File: src/rtl/noc_iob_bridge.sv
// Bridge between the tile NoC and the I/O block: assembles inbound packets for
// the IOB and turns interrupt requests into outbound header+payload flit pairs.
//
// state | meaning
// IDLE  | waiting for an inbound header flit
// BODY  | collecting payload flits of an accepted packet
// HOLD  | packet complete, presented on req_* until taken
// DROP  | oversized packet, swallowing its payload flits
module noc_iob_bridge #(
  parameter int         NOC_DATA_WIDTH = 64,
  parameter int         MAX_FLITS      = 4,
  parameter int         OUT_DEPTH      = 16,
  parameter int         X_TILES        = 8,
  parameter int         Y_TILES        = 8,
  parameter logic [3:0] FBITS          = 4'b0010,
  parameter logic [7:0] MSG_TYPE_INT   = 8'd32
) (
  input  logic                                clk,
  input  logic                                rst_n,
  input  logic                                noc_in_val,
  output logic                                noc_in_rdy,
  input  logic [NOC_DATA_WIDTH-1:0]           noc_in_data,
  output logic                                req_val,
  input  logic                                req_rdy,
  output logic [7:0]                          req_len,
  output logic [MAX_FLITS*NOC_DATA_WIDTH-1:0] req_flits,
  input  logic                                int_val,
  output logic                                int_rdy,
  input  logic [31:0]                         int_tileid,
  input  logic [63:0]                         int_data,
  output logic                                noc_out_val,
  input  logic                                noc_out_rdy,
  output logic [NOC_DATA_WIDTH-1:0]           noc_out_data,
  input  logic                                err_clr,
  output logic                                err_in_ovf,
  output logic                                err_bad_tile,
  output logic [$clog2(OUT_DEPTH):0]          out_count
);

  localparam int PTR_W = $clog2(OUT_DEPTH);
  localparam int CNT_W = PTR_W + 1;
  localparam int IDX_W = $clog2(MAX_FLITS);
  localparam logic [7:0]       LEN_MAX     = 8'(MAX_FLITS - 1);
  localparam logic [31:0]      X_T         = 32'(X_TILES);
  localparam logic [31:0]      TILE_COUNT  = 32'(X_TILES * Y_TILES);
  localparam logic [CNT_W-1:0] PUSH2_LIMIT = CNT_W'(OUT_DEPTH - 2);

  typedef enum logic [1:0] {IDLE, BODY, HOLD, DROP} in_state_t;

  in_state_t                 state, state_nxt;
  logic                      in_fire;
  logic [7:0]                hdr_len;
  logic [7:0]                remaining;
  logic [IDX_W-1:0]          idx;
  logic [NOC_DATA_WIDTH-1:0] flit_q [MAX_FLITS];
  logic                      err_in_set;

  assign in_fire = noc_in_val && noc_in_rdy;
  assign hdr_len = noc_in_data[29:22];

  always_ff @(posedge clk or negedge rst_n) begin
    if (!rst_n) state <= IDLE;
    else        state <= state_nxt;
  end

  always_comb begin
    state_nxt = state;
    case (state)
      IDLE: if (in_fire) begin
        if (hdr_len == 8'd0)         state_nxt = HOLD;
        else if (hdr_len > LEN_MAX)  state_nxt = DROP;
        else                         state_nxt = BODY;
      end
      BODY:    if (in_fire && remaining == 8'd1) state_nxt = HOLD;
      DROP:    if (in_fire && remaining == 8'd1) state_nxt = IDLE;
      HOLD:    if (req_val && req_rdy)           state_nxt = IDLE;
      default: state_nxt = IDLE;
    endcase
  end

  always_comb begin
    noc_in_rdy = (state != HOLD);
    req_val    = (state == HOLD);
  end

  // A new header clears every slot so short packets present zeros above their payload.
  always_ff @(posedge clk or negedge rst_n) begin
    if (!rst_n) begin
      remaining <= 8'd0;
      idx       <= '0;
      req_len   <= 8'd0;
      for (int i = 0; i < MAX_FLITS; i++) flit_q[i] <= '0;
    end else if (in_fire) begin
      case (state)
        IDLE: begin
          for (int i = 1; i < MAX_FLITS; i++) flit_q[i] <= '0;
          flit_q[0] <= noc_in_data;
          req_len   <= hdr_len;
          remaining <= hdr_len;
          idx       <= IDX_W'(1);
        end
        BODY: begin
          flit_q[idx] <= noc_in_data;
          idx         <= idx + 1'b1;
          remaining   <= remaining - 8'd1;
        end
        DROP:    remaining <= remaining - 8'd1;
        default: ;
      endcase
    end
  end

  for (genvar g = 0; g < MAX_FLITS; g++) begin : g_slot
    assign req_flits[g*NOC_DATA_WIDTH +: NOC_DATA_WIDTH] = flit_q[g];
  end

  logic                      int_fire, tile_ok, push, pop;
  logic [7:0]                dest_x, dest_y;
  logic [63:0]               hdr64, pay64;
  logic [NOC_DATA_WIDTH-1:0] mem [OUT_DEPTH];
  logic [PTR_W-1:0]          wr_ptr, rd_ptr;

  assign int_rdy  = (out_count <= PUSH2_LIMIT);
  assign int_fire = int_val && int_rdy;
  assign tile_ok  = (int_tileid < TILE_COUNT);
  assign dest_x   = 8'(int_tileid % X_T);
  assign dest_y   = 8'(int_tileid / X_T);
  assign hdr64    = {14'b0, dest_x, dest_y, FBITS, 8'd1, MSG_TYPE_INT, 14'b0};
  // Payload bits [15:9] are reserved on the IOB side and always sent as zero.
  assign pay64    = int_data & 64'hFFFF_FFFF_FFFF_01FF;
  assign push     = int_fire && tile_ok;
  assign pop      = noc_out_val && noc_out_rdy;

  assign noc_out_val  = (out_count != '0);
  assign noc_out_data = mem[rd_ptr];

  always_ff @(posedge clk) begin
    if (push) begin
      mem[wr_ptr]        <= NOC_DATA_WIDTH'(hdr64);
      mem[wr_ptr + 1'b1] <= NOC_DATA_WIDTH'(pay64);
    end
  end

  always_ff @(posedge clk or negedge rst_n) begin
    if (!rst_n) begin
      wr_ptr    <= '0;
      rd_ptr    <= '0;
      out_count <= '0;
    end else begin
      if (push) wr_ptr <= wr_ptr + PTR_W'(2);
      if (pop)  rd_ptr <= rd_ptr + 1'b1;
      case ({push, pop})
        2'b10:   out_count <= out_count + CNT_W'(2);
        2'b11:   out_count <= out_count + CNT_W'(1);
        2'b01:   out_count <= out_count - CNT_W'(1);
        default: ;
      endcase
    end
  end

  assign err_in_set = (state == DROP) && in_fire && (remaining == 8'd1);

  // A fresh error event in the same cycle as err_clr survives the clear.
  always_ff @(posedge clk or negedge rst_n) begin
    if (!rst_n) begin
      err_in_ovf   <= 1'b0;
      err_bad_tile <= 1'b0;
    end else begin
      err_in_ovf   <= err_in_set | (err_in_ovf & ~err_clr);
      err_bad_tile <= (int_fire && !tile_ok) | (err_bad_tile & ~err_clr);
    end
  end

endmodule

File: config.mk
export PLATFORM = sky130hd
export DESIGN_NAME = noc_iob_bridge
export DESIGN_NICKNAME = d
export VERILOG_FILES = /design/src/rtl/noc_iob_bridge.sv
export SDC_FILE = /design/constraint.sdc
export NUM_CORES = 1
export LEC_CHECK = 0
export ABC_CLOCK_PERIOD_IN_PS = 20200
export CAP_MARGIN = 0
export CORE_MARGIN = 2
export CORE_UTILIZATION = 49
export DETAILED_ROUTE_END_ITERATION = 8
export GPL_TIMING_DRIVEN = 0
export HOLD_SLACK_MARGIN = 0.03
export PLACE_DENSITY_LB_ADDON = 0.25
export SLEW_MARGIN = 20
export SYNTH_ARGS = -nofsm -noshare
export SYNTH_HDL_FRONTEND = slang
export SYNTH_SLANG_ARGS = --single-unit
File: constraint.sdc
create_clock -name clk -period 20.2 [get_ports clk]
set_input_delay 3.03 -clock clk [delete_from_list [all_inputs] [get_ports clk]]
set_output_delay 3.03 -clock clk [all_outputs]
set_load 0.01 [all_outputs]
==> results.txt, run 1 <==
Final hold violations = 0
Netlist cell types = 50
Fraction of layout cells with a size suffix above 1 = 20.61%
CP peak stage delay = 700 ps
CP max FO = 10
CTS root buf = clkbuf_16
CP max stage cell = clkbuf_1
Worst endpoint required time = 17170 ps
Avg Inst Size Synth = 19.60 sq um
Row count = 93
Crit path kind = reg -> out
Slew @ Worst Pin = 1167 ps
Overall routing resource usage = 24.62%
Static Leak = 0.01498 uW
Synthesized area = 31710 sq um
Routed WL = 82.04 mm
First-pass GRT wire length = 122.3 mm
Port Buffers = 489
Setup TNS = 0 ps
Leading cell type in the layout, fill and taps excluded = edfxtp_1
Max VDD drop = 0.0001030 V
Critical path buffers and inverters = 5
# clock sinks = 834
Synthesized flop and latch total = 834
Via density = 5.666
DRT iter0 DRCs = 1346
WP data arrival = 4010 ps
Final worst hold slack = 500.0 ps
Post-detail-place hpwl = 57.86 mm
Crit path max-delay family = buffers and inverters
Post-layout net count = 2465
Synth warn = 0
Cells after Synth = 1618
Antenna violations before repair = 5
Max-cap violations = 0
Die Span Y = 258.4 um
# H-tree levels = 3
Core region area = 64230 sq um
Setup bufs post-CTS = 0
Final Max Slew Viols = 0
RSZ-0062 raised after global routing = false
Die area = 66760 sq um
WL/cell = 25.54 um
Setup Skew = 28.46 ps
Total CTS buffers = 82
DIE WIDTH = 258.4 um
Setup crit start kind = register
Initial core utilization = 49.36%
Area growth syn-to-layout = 30.27%
Largest net degree at the start of global routing = 102
Grt ovf = 0
Status = complete, no violations
CP Capture Type = output port
Clock buffer depth = 3
Hold WC Path Type = reg -> reg
# resized after CTS = 0
Hold Buf Count CTS = 0
DRT Pass-1 Iters = 5
Setup Viol. Count Final = 0
Worst-path cell chain = buf_4 > buf_2 > clkbuf_1 > clkbuf_1 > nor2b_1 > clkdlybuf4s50_1
RD Place Congestion = 0.8557
Ports = 506
Crit share post-route = 34.86%
Antenna-violating nets left = 0
Worst-path clk slew = 60 ps
Pwr per Cell Area = 118.3 nW/um^2
Post-layout min period = 7042 ps
Via Count = 18.20k
Slew headroom = 22.20%
Residual DRC = 0
CTS tree = done
Vias in the first global route = 19.33k
FMAX = 142.0 MHz
Post-synthesis sequential area ratio = 74.41%
Skew-Pair Late Insertion Delay = 620 ps
Most frequent cells in the layout = 544 x edfxtp_1, 488 x clkdlybuf4s50_1, 290 x dfrtp_1
Crit path top cell by count = clkbuf_1
==> cells by family (layout without fill, tap and decap cells) <==
kind of cell    Yosys count  count (layout)  share of synthesized area [%]
flops                   834             834                          74.41
mux                     272             272                          14.68
other cells               1              11                        0.01183
compound gates          242             242                          6.247
buf+inv                 120             849                          1.630
simple gates            126             126                          2.214
fa+ha+maj                13              13                         0.5366
xor+xnor                 10              10                         0.2762
==> state kept, by name, summed over array words and instances (netlist names), 2 cells and up <==
register,count
mem,544
req_flits,256
remaining,8
req_len,8
out_count,5
rd_ptr,4
wr_ptr,3
idx,2
state,2
==> cells in the mapped netlist, drive strengths merged <==
cell type	count	share of area (%)
conb	1	0.012
o211ai	1	0.024
nand3	6	0.095
nor4	9	0.18
a311o	1	0.032
fa	1	0.063
xnor2	7	0.19
o31a	1	0.028
ha	12	0.47
nor3b	5	0.12
or4	1	0.024
dfrtp	290	23
a22oi	2	0.047
clkbuf	54	0.64
o31ai	1	0.024
mux2i	51	1.6
mux4	147	10
a31oi	2	0.039
mux2	74	2.6
nor2b	45	0.89
nor3	7	0.15
nand2	24	0.28
nor2	17	0.21
o22ai	7	0.14
a211o	1	0.028
nand3b	1	0.024
or2	1	0.020
nand4	4	0.079
a32oi	1	0.028
nor4b	3	0.083
inv	15	0.18
nand4b	1	0.028
o21ai	16	0.26
and2	1	0.020
a21o	2	0.047
a21oi	14	0.22
nand2b	1	0.020
o21a	1	0.024
xor2	3	0.083
a22o	191	5.3
buf	51	0.81
o22a	1	0.028
edfxtp	544	52
==> area by class of cell <==
cell class              instances  area, sq um
well taps                     855         1070
multi-input cells             670         7671
diodes                          4        10.01
clock inverters                46        548.0
plain buffers                 105        460.4
clock buffers                 106         2265
fillers                      4456        22920
flip-flops and latches        834        23590
repair buffers                577         5634
inverters                      15        56.30
==> final timing paths <==
check	start	endpoint	slack, ps	cells past startpoint
setup / recovery	rd_ptr[0]	noc_out_data[60]	13160	6
hold / removal	req_flits[156]	req_flits[156]	500	1
setup reg to reg	out_count[1]	mem[11][26]	16450	9
hold reg to reg	req_flits[156]	req_flits[156]	500	1
max in group asynchronous	rst_n	req_flits[27]	16840	2
min in group asynchronous	rst_n	req_flits[8]	2380	1
==> routing by layer <==
metal | vias up | wire, um | GRT usage [%]
met1 | 9615 | 31200 | 30.50
li1 | 7829 | - | -
met2 | 646 | 42590 | 42.55
met3 | 106 | 6467 | 6.700
met5 | - | 17 | 0
met4 | 4 | 1763 | 7.241
==> through the flow <==
stage               utilization [%]  instance area [sq um]  setup slack (ps)  instances  total power, uW
CTS                           64.29                  41290             13090       3208             4919
finish                        64.31                  41310             13160       3212             4889
floorplan                         -                  31730              8660       1624             2658
global placement              58.69                  37690              1482       2968             3316
global route                  64.31                  41300             12990       3211             5069
detailed placement            59.91                  38480             13260       3056             3339
==> where the power goes <==
group          switching, uW  internal (uW)  total, uW
clock                    652            915       1570
sequential               150           2060       2210
combinational            486            627       1110
No activity file was read; power rests on OpenSTA's default activity.
==> run 2, diff against run 1 <==
Settings changed: ABC_CLOCK_PERIOD_IN_PS 20200 to 6000, CORE_UTILIZATION 49 to 48.
Clock period 20.2 ns to 6 ns, I/O delays scaled along.
==> results.txt, run 2 (synthesis gave the netlist of run 1 again) <==
WP data arrival = 3910 ps (-100 ps)
# clock sinks = 834 (unchanged)
Design area = 41220 sq um (-0.21%)
Slew headroom = 27.12% (+4.9 points)
CP max stage cell = clkbuf_1
Setup Viol. Count Final = 0 (unchanged)
Hold Buf Count CTS = 0 (unchanged)
Ports = 506 (unchanged)
DRT iter0 DRCs = 1323 (-1.7%)
Fraction of layout cells with a size suffix above 1 = 19.51% (-1.1 points)
NetSw = 4328 uW (+240%)
Die area = 68130 sq um (+2.1%)
Antenna-violating nets left = 0 (unchanged)
Critical path buffers and inverters = 5 (unchanged)
Reg with most FFs = mem
Worst endpoint required time = 5100 ps (-12070 ps)
Setup Skew = 10.70 ps (-17.76 ps)
Pwr per Cell Area = 395.8 nW/um^2 (+230%)
Total CTS buffers = 85 (+3.7%)
Met3 Use GR = 6.485% (-0.22 points)
Via density = 5.695 (+0.50%)
Total power = 16320 uW (+230%)
Post-layout net count = 2445 (-0.81%)
Internal power = 11990 uW (+230%)
DRT Pass-1 Iters = 5 (unchanged)
Max VDD drop = 0.0003206 V (+210%)
Clock share of power = 31.4% (-0.6 points)
Cell Area, Placed = 38510 sq um (about the same)
Final Max Slew Viols = 0 (unchanged)
Skew-Pair Late Insertion Delay = 620 ps (about the same)
Core region area = 65630 sq um (+2.2%)
Worst-path cell chain = buf_4 > buf_2 > clkbuf_1 > clkbuf_1 > nor2b_1 > clkdlybuf4s50_1
Sw Ratio = 26.53% (+0.19 points)
Via Count = 18.23k (+0.16%)
Post-detail-place hpwl = 58.39 mm (+0.91%)
Crit path kind = reg -> out
Crit share post-route = 80.13%
WL/cell = 26.03 um (+1.9%)
Die Span Y = 261.0 um (+1.0%)
Fillers = 4580 (+2.8%)
Setup crit start kind = register
Post-layout min period = 4808 ps
Setup TNS = 0 ps (unchanged)
Overall routing resource usage = 24.51% (-0.10 points)
Routed WL = 83.32 mm (+1.6%)
Status = complete, no violations
RSZ-0062 raised after global routing = false
Dpl cells = 3042 (-0.46%)
# H-tree levels = 3 (unchanged)
Final worst hold slack = 156.6 ps (-343.3 ps)
DIE WIDTH = 261.0 um (+1.0%)
Final hold violations = 0 (unchanged)
CP Capture Type = output port
Setup bufs post-CTS = 0 (unchanged)
Vias in the first global route = 19.51k (+0.95%)
Port Buffers = 489 (unchanged)
Largest net degree at the start of global routing = 105 (+2.9%)
CTS tree = done
Residual DRC = 0 (unchanged)
Max reg flops = 544 (unchanged)
Crit path max-delay family = buffers and inverters
Hold WC Path Type = in -> async
Cell Count, Final, Fillers Out = 3201 (-0.34%)
Initial core utilization = 48.31% (-1.1 points)
# resized after CTS = 0 (unchanged)
FF/Latch Area = 23590 sq um (unchanged)
FMAX = 208.0 MHz
Static Leak = 0.01482 uW (-1.0%)
Row count = 94 (+1.1%)
Crit path top cell by count = clkbuf_1
Clock buffer depth = 3 (unchanged)
Grt ovf = 0 (unchanged)
First-pass GRT wire length = 123.3 mm (+0.80%)
Most frequent cells in the layout = 544 x edfxtp_1, 488 x clkdlybuf4s50_1, 290 x dfrtp_1
CP max FO = 10 (unchanged)
CP peak stage delay = 630 ps (-70 ps)
Area growth syn-to-layout = 30.01%
Max-cap violations = 0 (unchanged)
Leading cell type in the layout, fill and taps excluded = edfxtp_1
Reg power frac = 45.5% (+0.3 points)
RD Place Congestion = 0.8298 (-3.0%)
GR Layer Usage met1 = 30.23% (-0.27 points)
CTS root buf = clkbuf_16
Area of the multi-input gates = 7707 sq um (+0.47%)
Combinational fraction of design power = 23.1% (+0.3 points)
Worst-path clk slew = 60 ps (about the same)
Grt peak-use layer = met2
Antenna violations before repair = 4 (-1)
Slew @ Worst Pin = 1086 ps (-81.11 ps)
Met2 global-route usage = 41.53% (-1.0 points)
-- run 2: stage by stage --
stage          util, %  setup WS (ps)
2_1_floorplan        -          -1512
3_3_place_gp     57.49          -8086
3_5_place_dp     58.69          987.5
4_1_cts          62.79           1039
5_1_grt          62.80          982.0
6_report         62.81           1192
-- run 2: cell type report --
| class | count | share of cell area [%] |
|---|---|---|
| plain buffers | 105 | 1.117 |
| clock inverters | 45 | 1.029 |
| multi-input cells | 670 | 18.70 |
| inverters | 15 | 0.1366 |
| clock buffers | 109 | 5.500 |
| flip-flops and latches | 834 | 57.23 |
| well taps | 864 | 2.622 |
| repair buffers | 554 | 13.63 |
| diodes | 5 | 0.03035 |
-- run 2: layer usage --
| metal | wire (um) | part of all wire [%] | vias to the layer above |
|---|---|---|---|
| met2 | 42150 | 51 | 704 |
| met1 | 31560 | 38 | 9571 |
| met4 | 3002 | 3.6 | 2 |
| met5 | 8 | 0.0096 | - |
| li1 | - | - | 7798 |
| met3 | 6606 | 7.9 | 154 |
-- run 2: worst reg2reg max path, delay by kind of cell (launching register included) --
kind / cells / cell delay [ps]
DFF: 1 / 500
AOI/OAI and AO/OA: 1 / 400
adders and majority gates: 1 / 290
and+or+nand+nor: 3 / 1400
buffers and inverters: 4 / 890
-- run 2: final timing paths --
check / from / end / slack (ps) / cells past startpoint
max: rd_ptr[0] / noc_out_data[62] / 1190 / 6
min: rst_n / req_flits[9] / 160 / 1
max reg2reg: out_count[1] / mem[11][40] / 2230 / 9
min reg2reg: req_flits[133] / req_flits[133] / 500 / 1
max in group asynchronous: rst_n / out_count[1] / 4810 / 3
min in group clk: req_flits[133] / req_flits[133] / 500 / 1
-- run 2: power groups by stage --
| stage | combinational [uW] | clock (uW) | sequential (uW) |
|---|---|---|---|
| finish | 3770 | 5120 | 7430 |
| global route | 3970 | 5440 | 7510 |
| CTS | 3780 | 5220 | 7420 |
| detailed placement | 3770 | 0 | 7490 |
| global placement | 3690 | 0 | 7480 |
| floorplan | 1150 | 0 | 7800 |
==> run 3, diff against run 2 <==
Settings changed: ABC_CLOCK_PERIOD_IN_PS 6000 to 4800, CORE_UTILIZATION 48 to 49.
Clock period 6 ns to 4.8 ns, I/O delays scaled along.
==> results.txt, run 3 (synthesis gave the netlist of run 1 again) <==
Grt ovf = 0 (unchanged)
Slew headroom = 26.99% (-0.12 points)
Hold WC Path Type = reg -> reg
Pwr per Cell Area = 497.1 nW/um^2 (+26%)
Critical path origin = rd_ptr[0]
Vias in the first global route = 19.32k (-0.96%)
Die area = 66760 sq um (-2.0%)
CTS root buf = clkbuf_16
R2R Setup Slk = 970 ps (-1260 ps)
Crit path max-delay family = buffers and inverters
CP max stage cell = clkdlybuf4s50_1
Max VDD drop = 0.0004441 V (+39%)
RSZ-0062 raised after global routing = false
Internal power = 15130 uW (+26%)
Slew @ Worst Pin = 1088 ps (+1.842 ps)
Antenna violations before repair = 8 (+4)
Clock share of power = 31.9% (+0.5 points)
First-pass GRT wire length = 125.1 mm (+1.5%)
Clock buffer depth = 3 (unchanged)
Final hold violations = 0 (unchanged)
Post-layout min period = 4474 ps
Setup crit start kind = register
Sw Ratio = 26.57% (+0.039 points)
NetSw = 5472 uW (+26%)
Total CTS buffers = 85 (unchanged)
Crit path kind = reg -> out
FMAX = 223.5 MHz
Reg-to-Reg End = mem[9][50]
CP max FO = 10 (unchanged)
CTS tree = done
CP peak stage delay = 620 ps (about the same)
WP data arrival = 3750 ps (-160 ps)
Residual DRC = 0 (unchanged)
Fraction of layout cells with a size suffix above 1 = 19.70% (+0.19 points)
WL/cell = 26.57 um (+2.1%)
# clock sinks = 834 (unchanged)
DRT iter0 DRCs = 1238 (-6.4%)
Ports = 506 (unchanged)
Core region area = 64230 sq um (-2.1%)
Status = complete, no violations
Met3 Use GR = 7.336% (+0.85 points)
Row count = 93 (-1.1%)
Die Span Y = 258.4 um (-1.0%)
Worst endpoint required time = 4080 ps (-1020 ps)
GR Layer Usage met1 = 31.07% (+0.84 points)
Combinational fraction of design power = 23.1% (about the same)
CP Capture Type = output port
Worst-path clk slew = 60 ps (about the same)
Max-cap violations = 0 (unchanged)
Skew-Pair Late Insertion Delay = 640 ps (+20 ps)
Final Max Slew Viols = 0 (unchanged)
Setup Viol. Count Final = 0 (unchanged)
CP Capture Point = noc_out_data[62]
Most frequent cells in the layout = 544 x edfxtp_1, 488 x clkdlybuf4s50_1, 290 x dfrtp_1
Area growth syn-to-layout = 30.69%
Cell Count, Final, Fillers Out = 3181 (-0.62%)
Critical path buffers and inverters = 5 (unchanged)
# H-tree levels = 3 (unchanged)
Worst-path cell chain = buf_4 > buf_2 > clkbuf_1 > clkbuf_2 > nor2b_1 > clkdlybuf4s50_1
Final worst hold slack = 499.9 ps (+343.3 ps)
Initial core utilization = 49.36% (+1.1 points)
Setup TNS = 0 ps (unchanged)
Static Leak = 0.01488 uW (+0.40%)
Via density = 5.715 (+0.35%)
Routed WL = 84.52 mm (+1.4%)
Setup Skew = 35.61 ps (+24.91 ps)
RD Place Congestion = 0.8737 (+5.3%)
RR Startpoint = out_count[1]
Reg power frac = 45.1% (-0.4 points)
Post-layout net count = 2436 (-0.37%)
Crit share post-route = 93.22%
DRT Pass-1 Iters = 6 (+1)
Largest net degree at the start of global routing = 89 (-15%)
Via Count = 18.18k (-0.28%)
Dpl cells = 3023 (-0.62%)
Port Buffers = 489 (unchanged)
Leading cell type in the layout, fill and taps excluded = edfxtp_1
CP Depth = 6 (unchanged)
Max reg flops = 544 (unchanged)
Met2 global-route usage = 43.28% (+1.7 points)
R2R depth = 10 (+1)
Antenna-violating nets left = 0 (unchanged)
Reg with most FFs = mem
Post-detail-place hpwl = 58.61 mm (+0.39%)
Overall routing resource usage = 25.37% (+0.86 points)
Grt peak-use layer = met2
DIE WIDTH = 258.4 um (-1.0%)
[run 3: changes by cell type in the layout (fill, tap and decap cells not counted), sizes merged]
cell and delta:
buf -10, clkbuf +4, diode -4, inv -3
clkinv +1, dlygate4sd3 +1
[run 3: power groups by stage]
stage	clock network [uW]	registers (uW)	logic, uW
after global routing	6970	9390	4990
after global placement	0	9350	4650
after CTS	6680	9270	4770
after detailed placement	0	9360	4740
after floorplan	0	9750	1430
final	6560	9280	4750
[run 3: timing repair]
action | in CTS | in global routing
hold buffers | 1 | 0
setup endpoints to repair | 0 | 2
setup buffers | 0 | 0
hold endpoints to repair | 45 | 0
gates resized for setup | 0 | 2
[run 3: worst min path at each step]
stage	slack, ps	startpoint	end	cells past startpoint
after detailed placement	480	req_flits[175]	req_flits[175]	1
after CTS	500	req_flits[189]	req_flits[189]	1
after global routing	510	req_flits[189]	req_flits[189]	1
after global placement	480	req_flits[145]	req_flits[145]	1
after floorplan	420	rst_n	err_bad_tile	0
final	500	req_flits[178]	req_flits[178]	1
[run 3: final cells by class]
| cell class | instances | area, sq um |
|---|---|---|
| fillers | 4452 | 22790 |
| multi-input cells | 670 | 7726 |
| diodes | 1 | 2.502 |
| plain buffers | 105 | 461.7 |
| clock inverters | 43 | 422.9 |
| repair buffers | 545 | 5732 |
| well taps | 855 | 1070 |
| inverters | 15 | 56.30 |
| flip-flops and latches | 834 | 23590 |
| clock buffers | 113 | 2375 |
[run 3: worst register-to-register path: stages, from the launching register on]
cell	delay (ps)
dfrtp_1	530
nand3b_1	190
a311o_1	470
nor3_4	450
nand2_1	330
nor3_4	600
buf_8	270
buf_16	170
buf_8	180
buf_8	180
buf_8	160
[run 3: layer usage]
metal  vias to the layer above  share of wire [%]
met3                       134                8.3
met2                       692                 51
met1                      9559                 37
li1                       7779                  -
met4                        14                3.0
met5                         -               0.11
[run 3: stage by stage]
step / cell area (sq um) / setup WS (ps) / total power, uW / util, %
final: 41440 / 325.5 / 20600 / 64.51
after global placement: 37760 / -9111 / 13990 / 58.79
after global routing: 41440 / 161.8 / 21350 / 64.51
after CTS: 41430 / 48.89 / 20720 / 64.51
after floorplan: 31800 / -1084 / 11190 / -
after detailed placement: 38630 / -126.6 / 14100 / 60.14
